### config.mk
export PLATFORM = sky130hd
export DESIGN_NAME = pi_sample_ctrl
export DESIGN_NICKNAME = d
export VERILOG_FILES = /design/src/rtl/pi_sample_ctrl.sv
export SDC_FILE = /design/constraint.sdc
export NUM_CORES = 1
export LEC_CHECK = 0
export CORE_ASPECT_RATIO = 1.5
export CORE_MARGIN = 5
export CORE_UTILIZATION = 61
export CTS_CLUSTER_DIAMETER = 200
export DETAILED_ROUTE_END_ITERATION = 8
export GPL_ROUTABILITY_DRIVEN = 0
export GPL_TIMING_DRIVEN = 0
export PLACE_DENSITY_LB_ADDON = 0.05
export SLEW_MARGIN = 40
export SYNTH_ARGS = -nofsm -noshare
export SYNTH_HDL_FRONTEND = slang
export SYNTH_SLANG_ARGS = --single-unit
export TNS_END_PERCENT = 1
### constraint.sdc
create_clock -name clk -period 7.75 [get_ports clk]
set_clock_uncertainty 0.15 [all_clocks]
set_input_delay 1.9375 -clock clk [delete_from_list [all_inputs] [get_ports clk]]
set_output_delay 1.9375 -clock clk [all_outputs]
set_load 0.01 [all_outputs]
### src/rtl/pi_sample_ctrl.sv
// Monte Carlo pi-estimation run sequencer: optional pixel-memory clear sweep,
// then sample accept, inside-circle classification, pixel write and counting.
module pi_sample_ctrl #(
    parameter int SIDE        = 473,
    parameter int CENTER      = 236,
    parameter int RADIUS      = 236,
    parameter int NUM_SAMPLES = 65536,
    parameter int CNT_W       = 17,
    parameter int CLEAR_EN    = 1
) (
    input  logic             clk,
    input  logic             reset_n,
    input  logic             start,
    input  logic             pause,
    input  logic             sample_valid,
    input  logic [8:0]       sample_x,
    input  logic [8:0]       sample_y,
    output logic             sample_ready,
    output logic             wr_valid,
    output logic [8:0]       wr_x,
    output logic [8:0]       wr_y,
    output logic             wr_color,
    input  logic             wr_ready,
    output logic             busy,
    output logic             done,
    output logic [CNT_W-1:0] total_count,
    output logic [CNT_W-1:0] inside_count
);

    typedef enum logic [2:0] {
        ST_IDLE, ST_CLEAR, ST_SAMPLE, ST_CHECK, ST_WRITE, ST_DONE
    } state_t;

    localparam logic [9:0]        SIDE_W = 10'(SIDE);
    localparam logic [8:0]        LAST   = 9'(SIDE - 1);
    localparam logic [18:0]       R2     = 19'(RADIUS * RADIUS);
    localparam logic [CNT_W-1:0]  NUM_W  = CNT_W'(NUM_SAMPLES);
    localparam logic signed [19:0] CTR   = 20'(CENTER);

    state_t state_q, state_d;

    logic [8:0]       clr_x, clr_y, smp_x, smp_y;
    logic             inside_q;
    logic [CNT_W-1:0] total_q, inside_cnt_q, total_inc;
    logic             in_range, sample_fire, wr_fire, clr_last, last_sample;
    logic signed [19:0] dx, dy, sq_x, sq_y;
    logic [18:0]      d2;

    assign in_range    = ({1'b0, sample_x} < SIDE_W) && ({1'b0, sample_y} < SIDE_W);
    assign sample_fire = sample_ready && sample_valid && in_range;
    assign wr_fire     = wr_valid && wr_ready;
    assign clr_last    = (clr_x == LAST) && (clr_y == LAST);
    assign total_inc   = total_q + CNT_W'(1);
    assign last_sample = (total_inc == NUM_W);

    // Distances are widened to 20 bits up front; values match the 10-bit signed form.
    assign dx   = $signed({11'b0, smp_x}) - CTR;
    assign dy   = $signed({11'b0, smp_y}) - CTR;
    assign sq_x = dx * dx;
    assign sq_y = dy * dy;
    assign d2   = 19'(sq_x + sq_y);

    always_ff @(posedge clk or negedge reset_n) begin
        if (!reset_n) begin
            state_q <= ST_IDLE;
        end else begin
            state_q <= state_d;
        end
    end

    always_comb begin
        state_d = state_q;
        case (state_q)
            ST_IDLE, ST_DONE: begin
                if (start) begin
                    state_d = (CLEAR_EN != 0) ? ST_CLEAR : ST_SAMPLE;
                end
            end
            ST_CLEAR: begin
                if (wr_fire && clr_last) begin
                    state_d = ST_SAMPLE;
                end
            end
            ST_SAMPLE: begin
                if (sample_fire) begin
                    state_d = ST_CHECK;
                end
            end
            ST_CHECK: state_d = ST_WRITE;
            ST_WRITE: begin
                if (wr_fire) begin
                    state_d = last_sample ? ST_DONE : ST_SAMPLE;
                end
            end
            default: state_d = ST_IDLE;
        endcase
    end

    always_comb begin
        sample_ready = 1'b0;
        wr_valid     = 1'b0;
        wr_x         = '0;
        wr_y         = '0;
        wr_color     = 1'b0;
        done         = 1'b0;
        busy         = (state_q != ST_IDLE) && (state_q != ST_DONE);
        case (state_q)
            ST_CLEAR: begin
                wr_valid = 1'b1;
                wr_x     = clr_x;
                wr_y     = clr_y;
            end
            ST_SAMPLE: sample_ready = !pause;
            ST_WRITE: begin
                wr_valid = 1'b1;
                wr_color = 1'b1;
                wr_x     = smp_x;
                wr_y     = smp_y;
            end
            ST_DONE: done = 1'b1;
            default: ;
        endcase
    end

    always_ff @(posedge clk or negedge reset_n) begin
        if (!reset_n) begin
            clr_x        <= '0;
            clr_y        <= '0;
            smp_x        <= '0;
            smp_y        <= '0;
            inside_q     <= 1'b0;
            total_q      <= '0;
            inside_cnt_q <= '0;
        end else begin
            case (state_q)
                ST_IDLE, ST_DONE: begin
                    if (start) begin
                        total_q      <= '0;
                        inside_cnt_q <= '0;
                        clr_x        <= '0;
                        clr_y        <= '0;
                    end
                end
                ST_CLEAR: begin
                    if (wr_fire) begin
                        if (clr_x == LAST) begin
                            clr_x <= '0;
                            clr_y <= clr_y + 9'd1;
                        end else begin
                            clr_x <= clr_x + 9'd1;
                        end
                    end
                end
                ST_SAMPLE: begin
                    if (sample_fire) begin
                        smp_x <= sample_x;
                        smp_y <= sample_y;
                    end
                end
                ST_CHECK: inside_q <= (d2 <= R2);
                ST_WRITE: begin
                    if (wr_fire) begin
                        total_q <= total_inc;
                        if (inside_q) begin
                            inside_cnt_q <= inside_cnt_q + CNT_W'(1);
                        end
                    end
                end
                default: ;
            endcase
        end
    end

    assign total_count  = total_q;
    assign inside_count = inside_cnt_q;

endmodule

==> metrics.md <==
| Metric | Value |
|---|---|
| R2r setup slk | 0.21 ns |
| Place WS | -0.859 ns |
| Router iterations before antenna repair | 5 |
| Status | complete, no violations |
| Met3 wire len | 1330 um |
| Setup ws final | 0.212 ns |
| Sink of the worst hold path | inside_count[0] |
| Most common cell after layout, fill and taps aside | inv_1 |
| Antenna Cells | 0 |
| Ys async rst share | 1.00 |
| Sink Count | 74 |
| R2R depth | 24 |
| FP Rows | 59 |
| Post-route DRC violation count | 0 |
| GRT overflow | 0 |
| Area of the multi-input gates | 8150 um2 |
| Longest Clk Path Bufs | 2 |
| Final instance area | 12,600 um2 |
| Yosys cell types | 71 |
| Cells along the critical path | a21o_1, a41oi_4, buf_4, nand2_1, inv_1, fa_2, fa_2, fa_1, inv_1, fa_1, inv_1, fa_1, fa_1, inv_1, fa_1, inv_1, ha_1, o21ai_1, nand2b_1, xnor2_2, xnor2_2, xnor2_2, mux2i_1, o41ai_2 |
| Crit Path Class | flop to flop |
| Count of state elements after synthesis | 74 |
| Initial antenna violation count | 0 |
| Period utilization | 0.973 |
| CP max stage delay | 0.60 ns |
| Number of global-route vias before repair | 9,209 |
| Post-synth net total | 1,412 |
| Largest net degree at the start of global routing | 50 |
| Req. time, crit path | 7.84 ns |
| CTS clk-pin slew, worst paths | 0.06 ns |
| Sequential share of the synthesized area | 0.171 |
| Setup violators final | 0 |
| Mapped Cells | 1,133 |
| CTS Buf Count | 9 |
| Post-Syn Area | 10,800 um2 |
| Die width | 119 um |
| Post-synth EDFFs | 0 |
| Reg2Reg Launch Point | smp_y[3] |
| Final nets | 1,528 |
| PortBufs | 80 |
| Most frequent cells in the layout | inv_1 (208), fa_1 (181), nand2_1 (87) |
| Final HPWL DP | 22,500 um |
| Post-route ant nets | 0 |
| Syn-to-layout area delta | 16.7% |
| CP max stage cell | fa_1 |
| Synth Warn # | 0 |
| Post-cts hold buffer count | 0 |
| Sequential standard cell area | 1850 um2 |
| First-pass GRT wire length | 45,700 um |
| Drt wl/cell | 18.9 um |
| Insertion delay to the later sink of the worst-skew pair | 0.34 ns |
| Worst hold start | inside_count[0] |
| Die ar. | 20,500 um2 |
| Max Cap Viol | 0 |
| H-tree depth | 3 |
| Initial Util | 0.620 |
| Io pins | 81 |
| Buffers & Inverters on Critical Path | 6 |
| Data arrival time of the critical path | 7.62 ns |
| DIE HEIGHT | 173 um |
| DP Area | 11,900 um2 |
| Layout cells sized above 1 | 0.108 |
| Core area | 17,400 um2 |
| Highest metal used | met4 |
| Routed WL | 27,700 um |
| Fmax | 0.133 GHz |
| Initial DRC count | 365 |
| HP Class | flop to flop |
| Worst Setup End Kind | flop |
| Hold Path Depth | 1 |
| CTS tree | built |
| Worst-Margin Slew | 0.778 ns |
| Via count | 8,475 |
| Length of routed met2 wiring | 15,200 um |
| Critical Path Start Type | flop |
| FILL cells | 1,372 |
| Final hold slack | 0.395 ns |
| Ys flop type | dfrtp_1 |
| Gr usage total | 0.281 |
| Mean Syn Cell Area | 9.54 um2 |
| FF-to-FF End | inside_q |
| Crit path from | smp_y[3] |
| Largest delay contributor family on the critical path | adder cells |
| Final Hold Viols | 0 |
| Slew Limit Fails | 0 |
| Min Tclk post-route | 7.54 ns |
| Vias/cell | 5.78 |
| Wl on met1 | 9960 um |
| CTS Root Buffer Type | clkbuf_16 |
| Rel. slew slack | 0.481 |
| Crit Path Max Fanout | 5 |
## how the worst max path moves through the flow
| stage | cells after the start | slack [ns] | end |
|---|---|---|---|
| 2_1_floorplan | 24 | 0.64 | inside_q |
| 3_3_place_gp | 24 | -0.84 | inside_q |
| 3_5_place_dp | 24 | -0.86 | inside_q |
| 4_1_cts | 22 | 0.003 | inside_q |
| 5_1_grt | 24 | -0.05 | inside_q |
| 6_report | 24 | 0.21 | inside_q |
## state kept, by name (all words and copies together) (netlist names)
name	count
clr_x	9
inside_q	1
total_count	17
smp_x	9
inside_count	17
state_q	3
clr_y	9
smp_y	9
## metal layers
metal	global-route usage	vias to the layer above
met4	0.133	0
met1	0.320	4288
met5	0	-
li1	-	3846
met2	0.518	259
met3	0.0369	82
## area by class of cell
type                    count  area share
well taps                 213      0.0211
multi-input cells         805       0.646
inverters                 216      0.0653
plain buffers              36      0.0145
repair buffers            107      0.0823
clock inverters             5     0.00496
clock buffers              11      0.0185
flip-flops and latches     74       0.147
## cell families after synthesis
logic type | share of synthesized area
fa+ha+maj | 0.424
flops | 0.171
simple gates | 0.143
compound gates | 0.101
xor+xnor | 0.0526
buf+inv | 0.0902
mux | 0.0183
## cell usage after synthesis (all sizes together), types with 5 or more instances
cell / number / area, um2
a211oi: 5 / 52.6
a21oi: 17 / 85.1
a22o: 13 / 114
a31oi: 7 / 43.8
a41oi: 5 / 70.1
and2: 17 / 106
and3: 11 / 70.1
and4: 6 / 52.6
buf: 11 / 58.8
clkbuf: 27 / 103
dfrtp: 74 / 1850
fa: 185 / 3700
ha: 70 / 876
inv: 215 / 810
mux2: 14 / 158
nand2: 88 / 330
nand2b: 16 / 100
nand3: 17 / 95.1
nand4: 14 / 113
nor2: 89 / 337
nor2b: 10 / 62.6
nor3: 13 / 81.3
o2111ai: 6 / 52.6
o21ai: 71 / 359
o31ai: 7 / 52.6
or2: 7 / 43.8
or3: 10 / 62.6
xnor2: 41 / 367
xor2: 23 / 201
## repair_timing
| item | CTS | global route |
|---|---|---|
| endpoints found under the hold margin | 0 | 0 |
| cloned | 0 | 0 |
| pin swaps | 4 | 10 |
| resized for setup | 24 | 34 |
| setup endpoints to repair | 1 | 1 |
| setup buffers | 11 | 15 |
## metrics by stage
step	util	TNS, ns	cells
after global placement	0.681	-0.839	1426
after floorplan	-	0	1133
after CTS	0.712	0	1454
after detailed placement	0.684	-0.859	1427
after global routing	0.723	-0.0492	1467
final	0.723	0	1467
Power is left out: the tool's default activity adds up to more than one toggle a clock period on the data nets, which glitch-free logic cannot reach.
